==> config.mk <==
export PLATFORM = sky130hd
export DESIGN_NAME = spi_slave_cfg
export DESIGN_NICKNAME = d
export VERILOG_FILES = /design/src/rtl/spi_slave_cfg.sv
export SDC_FILE = /design/constraint.sdc
export NUM_CORES = 1
export LEC_CHECK = 0
export BUFFER_PORTS_ARGS = -buffer_cell sky130_fd_sc_hd__buf_4
export CAP_MARGIN = 30
export CORE_MARGIN = 10
export CORE_UTILIZATION = 56
export CTS_CLUSTER_SIZE = 12
export DETAILED_ROUTE_END_ITERATION = 16
export PLACE_DENSITY = 0.78
export SLEW_MARGIN = 20
export SYNTH_ARGS = -nofsm -noshare
export SYNTH_HDL_FRONTEND = slang
export SYNTH_SLANG_ARGS = --single-unit
==> constraint.sdc <==
create_clock -name clk -period 2.2 [get_ports clk]
set_input_delay 0.11 -clock clk [delete_from_list [all_inputs] [get_ports clk]]
set_output_delay 0.11 -clock clk [all_outputs]
set_load 0.005 [all_outputs]
==> src/rtl/spi_slave_cfg.sv <==
// Mode-configurable SPI slave with a BC-bit word, CPOL/CPHA/bit-order latched at select, and valid/ready TX/RX.
// Optional sticky overrun/underrun flags are compiled in when SPI_SLAVE_STATUS_EN is defined.
module spi_slave_cfg #(
  parameter int            BC          = 8,
  parameter int            SYNC_STAGES = 2,
  parameter logic [BC-1:0] FILL        = {BC{1'b1}}
) (
  input  logic          clk,
  input  logic          rst_n,
`ifdef SPI_SLAVE_STATUS_EN
  input  logic          status_clr,
  output logic          overrun,
  output logic          underrun,
`endif
  input  logic          cpol,
  input  logic          cpha,
  input  logic          lsb_first,
  input  logic          ss,
  input  logic          sck,
  input  logic          mosi,
  output logic          miso,
  output logic          miso_oe,
  input  logic [BC-1:0] tx_data,
  input  logic          tx_valid,
  output logic          tx_ready,
  output logic [BC-1:0] rx_data,
  output logic          rx_valid,
  input  logic          rx_ready,
  output logic          busy
);

  localparam int CW = $clog2(BC + 1);

  typedef enum logic [1:0] {
    IDLE,
    LOAD,
    SHIFT
  } state_t;

  state_t state_q, state_d;

  logic [SYNC_STAGES-1:0] ss_sync_q, ss_sync_d;
  logic [SYNC_STAGES-1:0] sck_sync_q, sck_sync_d;
  logic [SYNC_STAGES-1:0] mosi_sync_q, mosi_sync_d;
  logic                   ss_prev_q, ss_prev_d;
  logic                   sck_prev_q, sck_prev_d;

  logic          cpol_q, cpol_d;
  logic          cpha_q, cpha_d;
  logic          lsb_q, lsb_d;
  logic [BC-1:0] shifter_q, shifter_d;
  logic [CW-1:0] cnt_q, cnt_d;
  logic [BC-1:0] hold_q, hold_d;
  logic          hold_full_q, hold_full_d;
  logic          miso_q, miso_d;
  logic          miso_oe_q, miso_oe_d;
  logic [BC-1:0] rx_data_q, rx_data_d;
  logic          rx_valid_q, rx_valid_d;
  logic          busy_q, busy_d;

  logic          ss_s, sck_s, mosi_s;
  logic          ss_fall;
  logic          sck_edge, lead_edge, trail_edge;
  logic          sample_edge, shift_edge;
  logic          cnt_last, word_done;
  logic [BC-1:0] shift_in;
  logic [BC-1:0] load_word;

  always_comb begin
    ss_sync_d   = {ss_sync_q[SYNC_STAGES-2:0], ss};
    sck_sync_d  = {sck_sync_q[SYNC_STAGES-2:0], sck};
    mosi_sync_d = {mosi_sync_q[SYNC_STAGES-2:0], mosi};
    ss_prev_d   = ss_s;
    sck_prev_d  = sck_s;
  end

  assign ss_s   = ss_sync_q[SYNC_STAGES-1];
  assign sck_s  = sck_sync_q[SYNC_STAGES-1];
  assign mosi_s = mosi_sync_q[SYNC_STAGES-1];

  // Edges are classified against the polarity latched at select, not the live cpol pin.
  assign ss_fall     = ss_prev_q & ~ss_s;
  assign sck_edge    = sck_s ^ sck_prev_q;
  assign lead_edge   = sck_edge & (sck_s != cpol_q);
  assign trail_edge  = sck_edge & (sck_s == cpol_q);
  assign sample_edge = cpha_q ? trail_edge : lead_edge;
  assign shift_edge  = cpha_q ? lead_edge : trail_edge;

  assign cnt_last  = (cnt_q == CW'(BC - 1));
  assign word_done = (state_q == SHIFT) & ~ss_s & sample_edge & cnt_last;
  assign shift_in  = lsb_q ? {mosi_s, shifter_q[BC-1:1]} : {shifter_q[BC-2:0], mosi_s};
  assign load_word = hold_full_q ? hold_q : FILL;

  always_comb begin
    state_d     = state_q;
    cpol_d      = cpol_q;
    cpha_d      = cpha_q;
    lsb_d       = lsb_q;
    shifter_d   = shifter_q;
    cnt_d       = cnt_q;
    hold_d      = hold_q;
    hold_full_d = hold_full_q;
    miso_d      = miso_q;
    miso_oe_d   = miso_oe_q;
    rx_data_d   = rx_data_q;
    rx_valid_d  = rx_valid_q;
    busy_d      = busy_q;

    if (tx_valid && !hold_full_q) begin
      hold_d      = tx_data;
      hold_full_d = 1'b1;
    end

    if (rx_valid_q && rx_ready) begin
      rx_valid_d = 1'b0;
    end

    case (state_q)
      IDLE: begin
        miso_d    = 1'b1;
        miso_oe_d = 1'b0;
        busy_d    = 1'b0;
        cnt_d     = '0;
        if (ss_fall) begin
          cpol_d  = cpol;
          cpha_d  = cpha;
          lsb_d   = lsb_first;
          state_d = LOAD;
        end
      end

      LOAD: begin
        shifter_d = load_word;
        if (hold_full_q) begin
          hold_full_d = 1'b0;
        end
        cnt_d     = '0;
        miso_d    = lsb_q ? load_word[0] : load_word[BC-1];
        miso_oe_d = 1'b1;
        state_d   = SHIFT;
      end

      SHIFT: begin
        if (ss_s) begin
          state_d   = IDLE;
          cnt_d     = '0;
          busy_d    = 1'b0;
          miso_d    = 1'b1;
          miso_oe_d = 1'b0;
        end else if (sample_edge) begin
          shifter_d = shift_in;
          cnt_d     = cnt_q + CW'(1);
          busy_d    = 1'b1;
          if (cnt_last) begin
            rx_data_d  = shift_in;
            rx_valid_d = 1'b1;
            busy_d     = 1'b0;
            state_d    = LOAD;
          end
        end else if (shift_edge) begin
          // A shift edge before any sample would re-drive the bit LOAD already put on the pin.
          if (cnt_q != '0) begin
            miso_d = lsb_q ? shifter_q[0] : shifter_q[BC-1];
          end
          if (cnt_q != '0 || cpha_q) begin
            busy_d = 1'b1;
          end
        end
      end

      default: begin
        state_d = IDLE;
      end
    endcase
  end

  always_ff @(posedge clk or negedge rst_n) begin
    if (!rst_n) begin
      state_q     <= IDLE;
      ss_sync_q   <= '1;
      sck_sync_q  <= '0;
      mosi_sync_q <= '0;
      ss_prev_q   <= 1'b1;
      sck_prev_q  <= 1'b0;
      cpol_q      <= 1'b0;
      cpha_q      <= 1'b0;
      lsb_q       <= 1'b0;
      shifter_q   <= '0;
      cnt_q       <= '0;
      hold_q      <= '0;
      hold_full_q <= 1'b0;
      miso_q      <= 1'b1;
      miso_oe_q   <= 1'b0;
      rx_data_q   <= '0;
      rx_valid_q  <= 1'b0;
      busy_q      <= 1'b0;
    end else begin
      state_q     <= state_d;
      ss_sync_q   <= ss_sync_d;
      sck_sync_q  <= sck_sync_d;
      mosi_sync_q <= mosi_sync_d;
      ss_prev_q   <= ss_prev_d;
      sck_prev_q  <= sck_prev_d;
      cpol_q      <= cpol_d;
      cpha_q      <= cpha_d;
      lsb_q       <= lsb_d;
      shifter_q   <= shifter_d;
      cnt_q       <= cnt_d;
      hold_q      <= hold_d;
      hold_full_q <= hold_full_d;
      miso_q      <= miso_d;
      miso_oe_q   <= miso_oe_d;
      rx_data_q   <= rx_data_d;
      rx_valid_q  <= rx_valid_d;
      busy_q      <= busy_d;
    end
  end

  assign miso     = miso_q;
  assign miso_oe  = miso_oe_q;
  assign tx_ready = ~hold_full_q;
  assign rx_data  = rx_data_q;
  assign rx_valid = rx_valid_q;
  assign busy     = busy_q;

`ifdef SPI_SLAVE_STATUS_EN
  logic overrun_q, overrun_d;
  logic underrun_q, underrun_d;

  // A set event in the same cycle as status_clr must survive, so sets are applied last.
  always_comb begin
    overrun_d  = overrun_q;
    underrun_d = underrun_q;
    if (status_clr) begin
      overrun_d  = 1'b0;
      underrun_d = 1'b0;
    end
    if (word_done && rx_valid_q) begin
      overrun_d = 1'b1;
    end
    if (state_q == LOAD && !hold_full_q) begin
      underrun_d = 1'b1;
    end
  end

  always_ff @(posedge clk or negedge rst_n) begin
    if (!rst_n) begin
      overrun_q  <= 1'b0;
      underrun_q <= 1'b0;
    end else begin
      overrun_q  <= overrun_d;
      underrun_q <= underrun_d;
    end
  end

  assign overrun  = overrun_q;
  assign underrun = underrun_q;
`endif

endmodule

==> key figures, run 1 <==
Detailed routing
  – Final ANT Viol Nets: 0
  – Vias per std cell: 5.46
  – Remaining DRCs: 0
  – Drt first pass iters: 4
  – First DRT Iteration DRCs: 124
  – Vias post-DR: 1408
  – WL/cell: 16.2 microns
  – DRT Wirelength: 4170 microns

Logic synthesis
  – Mapped Cells: 170
  – Post-synth top flop: dfrtp_1
  – Async S/R FF share, synth: 1.00
  – Synth top cells by count: dfrtp_1, mux2_2, inv_1, o21ai_0
  – Synth top area cells: dfrtp_1, mux2_2, dfstp_2
  – Synth warn: 0
  – Mapped Avg Cell Area: 12.7 sq um
  – Post-synth EDFFs: 0
  – Sequential fraction of the synthesis area: 0.534
  – Cell area after synthesis: 2170 sq um
  – Seq cells post-synth: 46
  – Top-area cell type share of the netlist area: 0.485
  – Post-synth cell types: 34
  – Cell with the most instances after synthesis: dfrtp_1
  – Synth area leader: dfrtp_1
  – Synthesized Nets: 194

Power
  – Combinational Power Share: 0.408
  – Clock share of power: 0.170
  – Seq pwr share: 0.422
  – Sw Share: 0.341
  – PwrDens: 1190 nW/um^2
  – Final total power: 0.00309 W
  – Worst VDD drop: 640 uV
  – Internal power: 0.00203 W
  – P_leak: 1.18 nW
  – Psw: 0.00105 W

GRT
  – Gr ovfl total: 0
  – Overall global routing resource usage: 0.139
  – First-pass GRT wire length: 7250 microns
  – Largest net degree at the start of global routing: 47
  – Vias in the first global route: 1498
  – Initial antenna violation count: 0

Die
  – Core area: 3690 sq um
  – Num rows: 22
  – Die Wd: 82.2 microns
  – Initial Util: 0.587
  – Io pins: 31
  – DIE AREA: 6760 sq um
  – Die height: 82.2 microns

Place
  – Placed instance area: 2430 sq um
  – DP Wirelength: 3150 microns
  – Port-buffer cells: 30
  – DP Cell Count: 244
  – Gp weighted congestion: 0.887

STA
  – RSZ-0062 raised after global routing: false
  – Tcrit/Tclk final: 0.939
  – Slew margin rel.: 0.556
  – Final hold vios: 0
  – Final setup fails: 0
  – Worst Skew: 7.39 ps
  – Maximum clock rate: 484 MHz
  – Actual transition at the worst max-transition pin: 665 ps
  – TNS Setup: 0 ps
  – Final min period: 2070 ps
  – Max-slew violations: 0
  – Smallest hold slack: 34.1 ps

Critical path
  – Crit-path max FO: 10
  – Crit path from: state_q[0]
  – CP delay by family, top: compound AO/OA/AOI/OAI gates
  – Worst-path cell chain: inv_1, ha_1, nand2b_1, o22ai_2, mux2_2
  – Crit start category: register
  – Critical path destination: shifter_q[3]
  – Reg-to-Reg End: shifter_q[3]
  – Buf/Inv on CP: 1
  – RR Startpoint: state_q[0]
  – Flop2flop setup slack: 130 ps
  – Worst EP required: 2390 ps
  – R2R depth: 5
  – Worst EP arrival: 2260 ps
  – Stages on worst setup path: 5
  – Critical Path Sink Type: register
  – WS Path Type: reg -> reg
  – CP max stage cell: o22ai_2
  – Slowest stage delay, CP: 460 ps

Layout
  – Layout fillers: 292
  – Area growth syn-to-layout: 19.4%
  – Area of the multi-input gates: 926 sq um
  – Final nets: 233
  – ANT cells: 0
  – Layout cells sized above 1: 0.410
  – Post-Layout Cell Count: 258
  – Sequential cell area: 1160 sq um
  – Finished Cell Area: 2590 sq um

Worst hold path
  – Hold_sp: tx_data[6]
  – Min-delay worst type: in -> reg

Status
  – Run status: completed

Clock tree
  – Clock Tree Buf Depth: 2
  – # clock sinks: 46
  – Worst skew pair latency: 300 ps
  – CTS clock-pin slew for the worst setup and hold paths: 80 ps
  – CTS tree: built
  – TritonCTS Buffers: 5
  – H-tree depth: 2
  – CTS root buf: clkbuf_8

Job
  – Max-Cap Viols: 0
-- worst min-delay path by stage --
stage	end	slack (ps)	cells after the start
after floorplan	busy	-190	0
after global placement	cnt_q[2]	130	1
after detailed placement	cpol_q	140	1
after CTS	hold_q[2]	30	2
after global routing	hold_q[2]	20	2
final	hold_q[6]	30	2
-- worst reg2reg max path, delay by kind of cell, from the launching register on --
kind | cells | cell delay (ps)
simple gates | 1 | 260
fa+ha+maj | 1 | 320
compound gates | 1 | 460
buf+inv | 1 | 100
flops | 1 | 420
mux | 1 | 390
-- sequential cells by signal, indices dropped and copies added (netlist names) --
register	flops
mosi_sync_q	2
miso	1
hold_full_q	1
rx_data	8
ss_prev_q	1
shifter_q	8
rx_valid	1
hold_q	8
sck_sync_q	2
sck_prev_q	1
lsb_q	1
state_q	2
busy	1
cpol_q	1
miso_oe	1
cpha_q	1
ss_sync_q	2
cnt_q	4
-- layout by cell type (no fill, tap or decap) --
master / instances
dlygate4sd3_1: 4
nand3_1: 5
o21ai_0: 9
or2_2: 1
o41ai_1: 1
clkbuf_8: 6
a21o_2: 1
mux2_2: 36
inv_1: 14
o211ai_1: 1
a22oi_1: 3
a211oi_1: 1
nand3b_1: 1
ha_1: 6
buf_12: 1
a21o_1: 1
or3_1: 1
dfstp_2: 4
mux2i_1: 6
nor2b_1: 2
a21oi_1: 6
mux2_4: 1
nand2b_1: 5
o22a_1: 6
dfrtp_1: 42
nor3_1: 1
clkinv_2: 1
nor2_1: 4
buf_4: 32
xnor2_2: 1
or4_1: 1
nand4_1: 1
nand2_1: 1
a32oi_1: 1
nor3_4: 1
clkbuf_1: 1
o22ai_2: 1
-- cell type report --
| class | count | area share |
|---|---|---|
| clock buffers | 7 | 0.0334 |
| multi-input cells | 105 | 0.358 |
| flip-flops and latches | 46 | 0.447 |
| clock inverters | 1 | 0.00194 |
| inverters | 14 | 0.0203 |
| well taps | 48 | 0.0232 |
| repair buffers | 37 | 0.116 |
-- per-stage QoR --
| stage | setup slack [ps] | utilization |
|---|---|---|
| floorplan | 373 | - |
| global placement | 209 | 0.658 |
| detailed placement | 126 | 0.658 |
| CTS | 111 | 0.694 |
| global route | 0.894 | 0.701 |
| finish | 134 | 0.701 |
-- cells by family (layout without fill, tap and decap cells) --
kind of cell / after synthesis / count (layout) / synth area share
simple gates: 24 / 24 / 0.0659
mux: 43 / 43 / 0.222
compound gates: 31 / 31 / 0.0976
flops: 46 / 46 / 0.534
xor+xnor: 1 / 1 / 0.00751
buf+inv: 19 / 59 / 0.0387
fa+ha+maj: 6 / 6 / 0.0347
-- power groups by stage --
| stage | Sequential (W) | Clock [W] | Combinational (W) |
|---|---|---|---|
| after floorplan | 0.00123 | 0 | 0.00101 |
| after global placement | 0.00130 | 0 | 0.00122 |
| after detailed placement | 0.00132 | 0 | 0.00126 |
| after CTS | 0.00130 | 0.000539 | 0.00127 |
| after global routing | 0.00134 | 0.000584 | 0.00140 |
| final | 0.00130 | 0.000524 | 0.00126 |
-- layer usage --
metal	share of wire	GRT usage	wire, microns	vias to the layer above
met3	0.076	0.0616	317	6
met1	0.46	0.180	1900	683
li1	-	-	-	685
met2	0.45	0.203	1890	34
met5	0	0	0	-
met4	0.014	0.0459	57	0
-- what timing repair did --
action	in CTS	in global routing
buffers inserted	0	2
hold endpoints to repair	45	0
gates resized for setup	0	0
hold buffers	4	0
setup endpoints to repair	0	7
No activity file was read; power rests on OpenSTA's default activity.
==> inputs of run 2 (changes only) <==
- RECOVER_POWER: default -> 50
==> key figures, run 2 (same netlist as run 1, synthesis figures left out) <==
Status
  – Run status: completed (unchanged)

Detailed routing
  – DRT Wirelength: 4170 microns (about the same)
  – WL/cell: 16.1 microns (was 16.2 microns)
  – Vias per std cell: 5.46 (unchanged)
  – Drt first pass iters: 4 (unchanged)
  – Vias post-DR: 1408 (unchanged)
  – Final ANT Viol Nets: 0 (unchanged)
  – Remaining DRCs: 0 (unchanged)
  – First DRT Iteration DRCs: 125 (was 124)

Critical path
  – Worst EP required: 2390 ps (about the same)
  – Crit-path max FO: 10 (unchanged)
  – Worst-path cell chain: inv_1, ha_1, nand2b_1, o22ai_2, mux2_2 (unchanged)
  – CP max stage cell: o22ai_2 (unchanged)
  – Reg-to-Reg End: shifter_q[3] (unchanged)
  – Flop2flop setup slack: 130 ps (about the same)
  – Critical Path Sink Type: register (unchanged)
  – RR Startpoint: state_q[0] (unchanged)
  – Crit start category: register (unchanged)
  – R2R depth: 5 (unchanged)
  – Worst EP arrival: 2260 ps (about the same)
  – Buf/Inv on CP: 1 (unchanged)
  – CP delay by family, top: compound AO/OA/AOI/OAI gates (unchanged)
  – WS Path Type: reg -> reg (unchanged)
  – Slowest stage delay, CP: 460 ps (about the same)

Place
  – Port-buffer cells: 30 (unchanged)
  – DP Wirelength: 3150 microns (unchanged)
  – Gp weighted congestion: 0.887 (unchanged)
  – DP Cell Count: 244 (unchanged)

Die
  – Initial Util: 0.587 (unchanged)
  – Num rows: 22 (unchanged)
  – Die height: 82.2 microns (unchanged)
  – Core area: 3690 sq um (unchanged)
  – Die Wd: 82.2 microns (unchanged)
  – Io pins: 31 (unchanged)
  – DIE AREA: 6760 sq um (unchanged)

Layout
  – Final nets: 233 (unchanged)
  – Post-Layout Cell Count: 258 (unchanged)
  – Commonest non-fill, non-tap cell in the layout: dfrtp_1 (unchanged)
  – Area growth syn-to-layout: 19.3% (was 19.4%)
  – ANT cells: 0 (unchanged)
  – Layout cells sized above 1: 0.405 (was 0.410)
  – Layout fillers: 291 (was 292)
  – Most frequent cells in the layout: dfrtp_1, mux2_2, buf_4 (unchanged)

GRT
  – Overall global routing resource usage: 0.139 (unchanged)
  – Largest net degree at the start of global routing: 47 (unchanged)
  – Initial antenna violation count: 0 (unchanged)
  – First-pass GRT wire length: 7250 microns (unchanged)
  – Gr ovfl total: 0 (unchanged)
  – Vias in the first global route: 1498 (unchanged)

Clock tree
  – # clock sinks: 46 (unchanged)
  – CTS clock-pin slew for the worst setup and hold paths: 80 ps (about the same)
  – H-tree depth: 2 (unchanged)
  – Worst skew pair latency: 300 ps (about the same)
  – CTS root buf: clkbuf_8 (unchanged)
  – Clock Tree Buf Depth: 2 (unchanged)
  – TritonCTS Buffers: 5 (unchanged)
  – CTS tree: built (unchanged)

STA
  – Actual transition at the worst max-transition pin: 1080 ps (was 665 ps)
  – Tcrit/Tclk final: 0.939 (about the same)
  – Worst Skew: 7.42 ps (was 7.39 ps)
  – Smallest hold slack: 33.9 ps (was 34.1 ps)
  – Slew margin rel.: 0.277 (was 0.556)
  – Final min period: 2070 ps (about the same)
  – Final hold vios: 0 (unchanged)
  – Max-slew violations: 0 (unchanged)
  – Maximum clock rate: 484 MHz (about the same)
  – RSZ-0062 raised after global routing: false (unchanged)
  – TNS Setup: 0 ps (unchanged)
  – Final setup fails: 0 (unchanged)

Power
  – PwrDens: 1190 nW/um^2 (about the same)
  – Worst VDD drop: 640 uV (about the same)
  – P_leak: 1.18 nW (about the same)
  – Final total power: 0.00308 W (was 0.00309 W)

Job
  – Max-Cap Viols: 0 (unchanged)

Worst hold path
  – Hold endpoint: hold_q[6] (unchanged)
  – Worst Hold Path Cells: 2 (unchanged)
  – Min-delay worst type: in -> reg (unchanged)
  – Hold_sp: tx_data[6] (unchanged)
==> run 2: per-layer routing <==
layer,up-vias,share of wire,track usage
met1,683,0.45,0.180
li1,685,-,-
met4,0,0.014,0.0459
met2,34,0.45,0.203
met3,6,0.077,0.0616
met5,-,0,0
==> run 2: worst register-to-register path, stage by stage, from the launching register on <==
cell	delay, ps
dfrtp_1	420
inv_1	100
ha_1	320
nand2b_1	260
o22ai_2	460
mux2_2	390
==> run 2: power by group <==
part	total (W)	internal (W)	switching, W
clock	0.000524	0.000253	0.000271
combinational	0.00126	0.000684	0.000574
sequential	0.00130	0.00109	0.000208
total	0.00308	0.00203	0.00105
==> run 2: repair_timing <==
item,4_1_cts,5_1_grt
hold buffers,4,0
setup endpoints to repair,0,7
setup buffers,0,2
endpoints found under the hold margin,45,0
gates resized for setup,0,0
==> run 2: layout make-up <==
class                      instances  area (sq um)  share of cell area
sequential                        46          1160               0.447
multi-input combinational        105           926               0.358
timing repair buffer              37           298               0.115
clock buffer                       7          86.3              0.0334
tap                               48          60.1              0.0232
inverter                          14          52.6              0.0203
clock inverter                     1          5.00             0.00194
==> run 2: worst max-delay path by stage <==
stage | startpoint | end | slack [ps] | depth (start not counted)
2_1_floorplan | cpol_q | rx_data[0] | 370 | 4
3_3_place_gp | state_q[0] | rx_data[2] | 210 | 5
3_5_place_dp | state_q[0] | rx_data[4] | 130 | 5
4_1_cts | state_q[0] | rx_data[6] | 110 | 5
5_1_grt | state_q[0] | shifter_q[3] | 0.9 | 5
6_report | state_q[0] | shifter_q[3] | 130 | 5
==> run 2: per-stage QoR <==
stage / instance area, sq um / setup WS (ps) / util
floorplan: 2170 / 373 / -
global placement: 2430 / 209 / 0.658
detailed placement: 2430 / 126 / 0.658
CTS: 2560 / 111 / 0.694
global route: 2580 / 0.930 / 0.700
finish: 2580 / 133 / 0.700
